--- config.mk ---
export PLATFORM = sky130hd
export DESIGN_NAME = udp_cmd_parser
export DESIGN_NICKNAME = d
export VERILOG_FILES = /design/src/rtl/udp_cmd_parser.sv
export SDC_FILE = /design/constraint.sdc
export NUM_CORES = 1
export LEC_CHECK = 0
export ABC_CLOCK_PERIOD_IN_PS = 5600
export BUFFER_PORTS_ARGS = -buffer_cell sky130_fd_sc_hd__buf_2
export CORE_MARGIN = 2
export CORE_UTILIZATION = 61
export DETAILED_ROUTE_END_ITERATION = 10
export GPL_TIMING_DRIVEN = 0
export HOLD_SLACK_MARGIN = 0.03
export PLACE_DENSITY_LB_ADDON = 0.15
export RECOVER_POWER = 25
export SETUP_SLACK_MARGIN = 0.1
export SYNTH_ARGS = -nofsm -noshare
export SYNTH_HDL_FRONTEND = slang
export SYNTH_SLANG_ARGS = --single-unit
--- constraint.sdc ---
create_clock -name clk -period 5.6 [get_ports clk]
set_input_delay 0.56 -clock clk [delete_from_list [all_inputs] [get_ports clk]]
set_output_delay 0.56 -clock clk [all_outputs]
set_load 0.03 [all_outputs]
--- src/rtl/udp_cmd_parser.sv ---
`timescale 1ns/1ps
// udp_cmd_parser: decodes 3-byte LED commands (MAGIC, OP, ARG) carried in a UDP
// payload stream and answers every good command with a 3-byte reply stream.
module udp_cmd_parser #(
    parameter logic [7:0] MAGIC     = 8'hA5,
    parameter logic [7:0] LED_RESET = 8'h00
) (
    input  logic        clk,
    input  logic        rst,
    input  logic [7:0]  s_udp_payload_axis_tdata,
    input  logic        s_udp_payload_axis_tvalid,
    output logic        s_udp_payload_axis_tready,
    input  logic        s_udp_payload_axis_tlast,
    input  logic        s_udp_payload_axis_tuser,
    output logic [7:0]  m_udp_payload_axis_tdata,
    output logic        m_udp_payload_axis_tvalid,
    input  logic        m_udp_payload_axis_tready,
    output logic        m_udp_payload_axis_tlast,
    output logic        m_udp_payload_axis_tuser,
    output logic [7:0]  led,
    output logic [15:0] good_frame_cnt,
    output logic [15:0] bad_frame_cnt
);

    typedef enum logic [2:0] {B0, B1, B2, DRAIN, RESP} state_t;

    localparam logic [7:0] OP_WRITE = 8'h01;
    localparam logic [7:0] OP_READ  = 8'h02;
    localparam logic [7:0] OP_XOR   = 8'h03;

    state_t      r_state;
    logic        r_s_tready;
    logic [7:0]  r_m_tdata;
    logic        r_m_tvalid;
    logic        r_m_tlast;
    logic [7:0]  r_led;
    logic [15:0] r_good_cnt;
    logic [15:0] r_bad_cnt;
    logic [7:0]  r_op;
    logic [7:0]  r_arg;
    logic        r_bad_magic;
    logic [7:0]  r_rsp_b1;
    logic [7:0]  r_rsp_b2;
    logic [1:0]  r_rsp_idx;

    logic        w_accept;
    logic        w_end_good;
    logic        w_end_bad;
    logic        w_known_op;
    logic [7:0]  w_arg;
    logic [7:0]  w_led_nxt;
    logic [15:0] w_good_inc;
    logic [15:0] w_bad_inc;

    assign w_accept   = s_udp_payload_axis_tvalid && r_s_tready;
    // A frame ending in B2 carries ARG on the tlast beat itself; later frames use the latched ARG.
    assign w_arg      = (r_state == B2) ? s_udp_payload_axis_tdata : r_arg;
    assign w_end_good = w_accept && s_udp_payload_axis_tlast && !s_udp_payload_axis_tuser &&
                        ((r_state == B2) || ((r_state == DRAIN) && !r_bad_magic));
    assign w_end_bad  = w_accept && s_udp_payload_axis_tlast && !w_end_good;
    assign w_good_inc = (r_good_cnt == 16'hFFFF) ? r_good_cnt : r_good_cnt + 16'd1;
    assign w_bad_inc  = (r_bad_cnt  == 16'hFFFF) ? r_bad_cnt  : r_bad_cnt  + 16'd1;

    // NOTE: every output of an always_comb gets a default first so no latch is inferred.
    always_comb begin
        w_led_nxt  = r_led;
        w_known_op = 1'b1;
        case (r_op)
            OP_WRITE: w_led_nxt = w_arg;
            OP_READ:  w_led_nxt = r_led;
            OP_XOR:   w_led_nxt = r_led ^ w_arg;
            default:  w_known_op = 1'b0;
        endcase
    end

    // NOTE: all state uses non-blocking assignments so every register samples pre-edge values.
    always_ff @(posedge clk) begin
        if (rst) begin
            r_state     <= B0;
            r_s_tready  <= 1'b0;
            r_m_tdata   <= 8'h00;
            r_m_tvalid  <= 1'b0;
            r_m_tlast   <= 1'b0;
            r_led       <= LED_RESET;
            r_good_cnt  <= 16'h0000;
            r_bad_cnt   <= 16'h0000;
            r_op        <= 8'h00;
            r_arg       <= 8'h00;
            r_bad_magic <= 1'b0;
            r_rsp_b1    <= 8'h00;
            r_rsp_b2    <= 8'h00;
            r_rsp_idx   <= 2'd0;
        end else begin
            r_s_tready <= (r_state != RESP);
            if (w_end_good) begin
                r_led      <= w_led_nxt;
                r_good_cnt <= w_good_inc;
                r_rsp_b1   <= w_known_op ? (r_op | 8'h80) : 8'hFF;
                r_rsp_b2   <= w_led_nxt;
                r_rsp_idx  <= 2'd0;
                r_m_tdata  <= MAGIC;
                r_m_tvalid <= 1'b1;
                r_m_tlast  <= 1'b0;
                r_s_tready <= 1'b0;
                r_state    <= RESP;
            end else if (w_end_bad) begin
                r_bad_cnt <= w_bad_inc;
                r_state   <= B0;
            end else begin
                case (r_state)
                    B0: if (w_accept) begin
                        r_bad_magic <= (s_udp_payload_axis_tdata != MAGIC);
                        r_state     <= (s_udp_payload_axis_tdata == MAGIC) ? B1 : DRAIN;
                    end
                    B1: if (w_accept) begin
                        r_op    <= s_udp_payload_axis_tdata;
                        r_state <= B2;
                    end
                    B2: if (w_accept) begin
                        r_arg   <= s_udp_payload_axis_tdata;
                        r_state <= DRAIN;
                    end
                    DRAIN: r_state <= DRAIN;
                    RESP: if (m_udp_payload_axis_tready) begin
                        case (r_rsp_idx)
                            2'd0: begin
                                r_m_tdata <= r_rsp_b1;
                                r_rsp_idx <= 2'd1;
                            end
                            2'd1: begin
                                r_m_tdata <= r_rsp_b2;
                                r_m_tlast <= 1'b1;
                                r_rsp_idx <= 2'd2;
                            end
                            default: begin
                                r_m_tvalid <= 1'b0;
                                r_m_tlast  <= 1'b0;
                                r_rsp_idx  <= 2'd0;
                                r_s_tready <= 1'b1;
                                r_state    <= B0;
                            end
                        endcase
                    end
                    default: r_state <= B0;
                endcase
            end
        end
    end

    assign s_udp_payload_axis_tready = r_s_tready;
    assign m_udp_payload_axis_tdata  = r_m_tdata;
    assign m_udp_payload_axis_tvalid = r_m_tvalid;
    assign m_udp_payload_axis_tlast  = r_m_tlast;
    assign m_udp_payload_axis_tuser  = 1'b0;
    assign led                       = r_led;
    assign good_frame_cnt            = r_good_cnt;
    assign bad_frame_cnt             = r_bad_cnt;

endmodule

; ---- Word level (Yosys, flattened, before mapping)
; Cells that the tools add are included.
[totals]
register_bits = 81
elab_cells = 111
[op_classes]
n_mux = 29
addsub = 2
bitwise = 6
n_eq_ne = 25
n_reduce_logical = 34
[op_table]
columns = op, n
row1 = 8-bit 2-to-1 mux, 5
row2 = "16-bit by 1-bit adder with 16-bit output, second input constant", 2
row3 = "16-bit equality test, second input constant", 2
row4 = 8-bit case mux with 2 select lines, 2
row5 = 4-bit AND reduction, 7
row6 = 3-bit 2-to-1 mux, 7
row7 = "4-bit != test, second input constant", 5
row8 = "8-bit by 2-bit equality test with 1-bit output, second input constant", 2
row9 = 3-bit case mux with 5 select lines, 1
row10 = "2-bit != test, second input constant", 6
row11 = 1-bit 2-to-1 mux, 10
row12 = 5-bit AND reduction, 2
row13 = "8-bit by 1-bit equality test with 1-bit output, second input constant", 1
row14 = "8-bit equality test, second input constant", 1
row15 = "8-bit != test, second input constant", 1
row16 = 2-bit nonzero test, 4
row17 = 8-bit XOR, 1
row18 = 7-bit 2-to-1 mux, 1
row19 = "3-bit by 2-bit equality test with 1-bit output, second input constant", 2
row20 = 1-bit logical AND, 6
row21 = 3-bit AND reduction, 2
row22 = 3-bit OR reduction, 2
row23 = 1-bit inverter, 5
row24 = 2-bit case mux with 2 select lines, 1
row25 = other kinds (14), 18

; ---- Depth between registers and ports, before layout
[logic_depth]
depth_word = 8
mapped_depth = 7

; ---- Least setup slack after synthesis
; No wires, ideal clock.
[synth_timing]
path_kind = register -> register
start = register r_bad_cnt[0], in the netlist bad_frame_cnt[0]
end = register r_bad_cnt[15], in the netlist bad_frame_cnt[15]
path_slack_ns = 3.644
path_stages_with_launch = 7
t_arrival_ns = 1.835
setup_time_ns = 0.121
cell_sequence = dfxtp_1 > ha_1 > nand3_1 > nor4_1 > clkbuf_1 > nor4bb_1 > mux2_2
[synth_between]
elab_chain_len = 3
word_cells_on_any_way = 4
classes_between = add/sub (1) / eq/ne (1) / bitwise (1) / reduce/logical (1)
[synth_rtl]
columns = element, line
row1 = from (decl), 38  ; logic [15:0] r_bad_cnt;
row2 = from (signal assigned), 107  ; r_bad_cnt <= w_bad_inc;
row3 = "parallel branches: the longest is 3 deep, another holds 16-bit by 1-bit adder with 16-bit output", --
; Parallel ways; which one is timed is not known.
; A chain may end at the register's enable or synchronous reset.

; ---- Worst setup path in the final report
[layout_timing]
start = register r_state[2]
end = register r_m_tdata[3], in the netlist m_udp_payload_axis_tdata[3]
[layout_between]
elab_chain_len = 8
word_cells_on_any_way = 11
classes_between = eq/ne (3) / bitwise (1) / reduce/logical (7)
[layout_rtl]
columns = element, line
row1 = from (decl), 31  ; state_t r_state;
row2 = from (signal assigned), 113  ; r_state <= (s_udp_payload_axis_tdata == MAGIC) ? B1 : DRAIN;
row3 = 3-bit by 2-bit equality test with 1-bit output, 59  ; ((r_state == B2) || ((r_state == DRAIN) && !r_bad_magic));
row4 = 1-bit logical AND, 59
row5 = 1-bit logical OR, 59
row6 = 1-bit logical AND, 58  ; assign w_end_good = w_accept && s_udp_payload_axis_tlast && !s_udp_payload_axis_tuser &&
row7 = 1-bit zero test, 60  ; assign w_end_bad = w_accept && s_udp_payload_axis_tlast && !w_end_good;
row8 = 1-bit logical AND, 60
row9 = 1-bit inverter (no source line), --
row10 = 4-bit AND reduction (no source line), --
row11 = to (signal assigned), 127  ; r_m_tdata <= r_rsp_b1;
row12 = to (signal assigned), 131  ; r_m_tdata <= r_rsp_b2;
row13 = to (decl), 33  ; logic [7:0] r_m_tdata;
; Parallel ways exist; a longest one is shown, timed or not.

==> qor.yml <==
status: "finished, final reports clean"
grt_pass1_vias: 3527
wl_met3_um: 640
die_h_um: 85.3
final.setup.worst_slack_ns: 3.38
max-vdd-ir-drop_v: 0.000236
syn-num-nets: 468
final_layout_size_suffix_gt1_share_pct: 15.3
synth_cell_types: 53
crit_path_end: "m_udp_payload_axis_tdata[3]"
cp-end-kind: "flip-flop"
reg2reg_slack_ns: 3.38
wl_met2_um: 4800
drtPass1Iterations: 4
clk_latency_ns: 0.36
yosysTopAreaCellShare_pct: 40.2
cts_made_buffers: 9
seq_area_frac_synth_pct: 40.2
power_density_nw_per_um2: 226
synth_edf_count: 0
worstPathMaxFanout: 9
grt_use_total_pct: 28.3
cts_root_buffer: "clkbuf_8"
overflow: 0
ys.flop_type: "dfxtp_1"
wl_per_cell_um: 16.8
ctsResizeCount: 0
reg2regPathDepth: 5
finish.instance_area_um2: 4580
io_buffers: 63
syn_to_final_growth_pct: 13.6
critical_path_arrival_ns: 2.46
switching_share_pct: 24.6
final_common_cell: "dfxtp_1"
drv_slew: 0
comb_power_share_pct: 5.3
slowest_stage: "nor4b_4"
dpl_cell_area_um2: 4440
fin_setup_tns_ns: 0
cp_top_family: "simple AND/OR/NAND/NOR gates"
avgSynthCellArea_um2: 8.92
p_leak_nw: 1.55
p_total_mw: 1.04
finalWirelength_um: 10200
yosysTopAreaCell: "dfxtp_1"
nets: 542
cp.depth: 5
clkSinkCount: 81
htree_levels: 3
worstPathRequired_ns: 5.84
r2r-end: "m_udp_payload_axis_tdata[3]"
worstSetupStartpointType: "flip-flop"
max_stage_delay_ns: 0.47
p_seq_share_pct: 56.2
ios: 66
cts_tree: "done"
postSynthCellCount: 452
worstMarginPinSlew_ns: 0.593
fin_crit_ns: 2.22
n_antenna_cell: 0
die_w_um: 85.3
grt_max_degree: 14
power.switching_mw: 0.254
timing.final.crit_share_pct: 39.6
synth_warnings: 0
synthArstFlopShare_pct: 0
grt_pass1_wl_um: 16800
remaining_drc_errors: 0
dp_slack_ns: 3.32
coreArea_um2: 6390
syn_area_um2: 4030
cts.reportedPaths.clkPinSlew_ns: 0.08
rows: 29
hold_viol: 0
wl_met1_um: 4650
fp.dieArea_um2: 7280
yosys-top-cells-area: "dfxtp_1, mux2i_1, a21oi_1, nor2_1, o31ai_1"
maxCapViolCount: 0
ctsHoldBuffers: 0
setup_viol: 0
gp_congestion: 0.830
drt-initial-drc-count: 233
rsz0062_at_grt: "no"
antenna_left: 0
startpoint: "r_state[2]"
post_cts_buffers: 0
synth.ff_latch_count: 81
layout_common_cells: "dfxtp_1, clkbuf_1, buf_2"
cts_buffer_depth: 2
reg2reg_from: "r_state[2]"
antenna_found_initial: 0
max_freq_ghz: 0.451
path_buf_inv: 1
vias: 3843
clkPwrFrac_pct: 38.5
start_util_pct: 63.1
worstPathCellList: "clkbuf_1 -> or3b_4 -> nor4b_4 -> nor2_1 -> a2111oi_2"
clock_skew_ns: 0.0108
internal_power_mw: 0.781
fillers: 505
avgViaCountPerCell: 6.32
slew_headroom_pct: 60.4
crit_type: "reg -> reg"
highest_layer: "met4"
dp_hpwl_um: 7360
hold_path.class: "reg -> reg"
==> logic make-up (layout without fill, tap and decap cells) <==
family | count (synthesis) | after routing | synth area share (%)
compound gates | 106 | 106 | 19.7
mux | 30 | 30 | 7.69
fa+ha+maj | 2 | 2 | 0.620
simple gates | 192 | 192 | 26.9
buf+inv | 40 | 119 | 4.75
other cells | 1 | 1 | 0.0930
flops | 81 | 81 | 40.2
==> sequential cells by signal, indices dropped and copies added, names as in the netlist, 3 cells and up <==
signal                    cells
bad_frame_cnt                16
good_frame_cnt               16
m_udp_payload_axis_tdata      8
r_arg                         8
r_op                          8
r_rsp_b1                      8
r_rsp_b2                      8
r_state                       3
==> cell usage after synthesis (all sizes together), types with 3 or more instances <==
cell,n
mux2,8
a21oi,37
nand2b,16
and3,6
or3,5
nor3,13
o41a,8
nor2,36
nand3,19
o21ai,7
o31ai,18
mux2i,22
dfxtp,81
a2111oi,12
o32ai,8
buf,12
nand2,32
nor4,9
clkbuf,22
a21o,6
a311oi,6
and4,3
or4,17
nor3b,3
nand4,13
inv,5
nor2b,9
==> how the worst min path moves through the flow <==
stage	from	to	slack [ns]	cells after the start
floorplan	r_rsp_b1[3]	r_rsp_b1[3]	0.43	1
global placement	r_rsp_b1[5]	r_rsp_b1[5]	0.43	1
detailed placement	r_rsp_b1[2]	r_rsp_b1[2]	0.44	1
CTS	r_op[2]	r_op[2]	0.46	2
global route	r_op[5]	r_op[5]	0.50	2
finish	r_op[2]	r_op[2]	0.46	2
==> metrics by stage <==
stage	cells	hold slack (ns)	utilization, %
global placement	592	0.435	69.6
floorplan	452	0.426	-
finish	608	0.460	71.7
global route	608	0.495	71.7
CTS	608	0.461	72.5
detailed placement	592	0.442	69.6
==> final cells by class <==
cell class / instances / area (µm²) / share of cell area (%)
Tap cell: 77 / 96.3 / 2.10
Sequential cell: 81 / 1620 / 35.4
Buffer: 34 / 161 / 3.52
Clock buffer: 12 / 155 / 3.39
Clock inverter: 4 / 27.5 / 0.601
Multi-Input combinational cell: 331 / 2220 / 48.4
Inverter: 6 / 22.5 / 0.492
Timing Repair Buffer: 63 / 278 / 6.06
==> layer usage <==
| layer | up-vias | global-route usage, % |
|---|---|---|
| li1 | 1862 | - |
| met1 | 1830 | 39.7 |
| met2 | 134 | 45.2 |
| met3 | 17 | 3.89 |
| met4 | 0 | 9.38 |
| met5 | - | 0 |
==> worst reg2reg max path: stages, from the launching register on <==
cell       delay (ns)
dfxtp_1          0.31
clkbuf_1         0.36
or3b_4           0.46
nor4b_4          0.47
nor2_1           0.13
a2111oi_2        0.38
==> power by group through the flow <==
stage	sequential (mW)	combinational [mW]	clock [mW]
global route	0.583	0.0600	0.422
detailed placement	0.596	0.0545	0
global placement	0.595	0.0534	0
finish	0.582	0.0550	0.399
CTS	0.582	0.0546	0.402
floorplan	0.597	0.0323	0
Note: power is estimated with default switching activity, not from simulation.
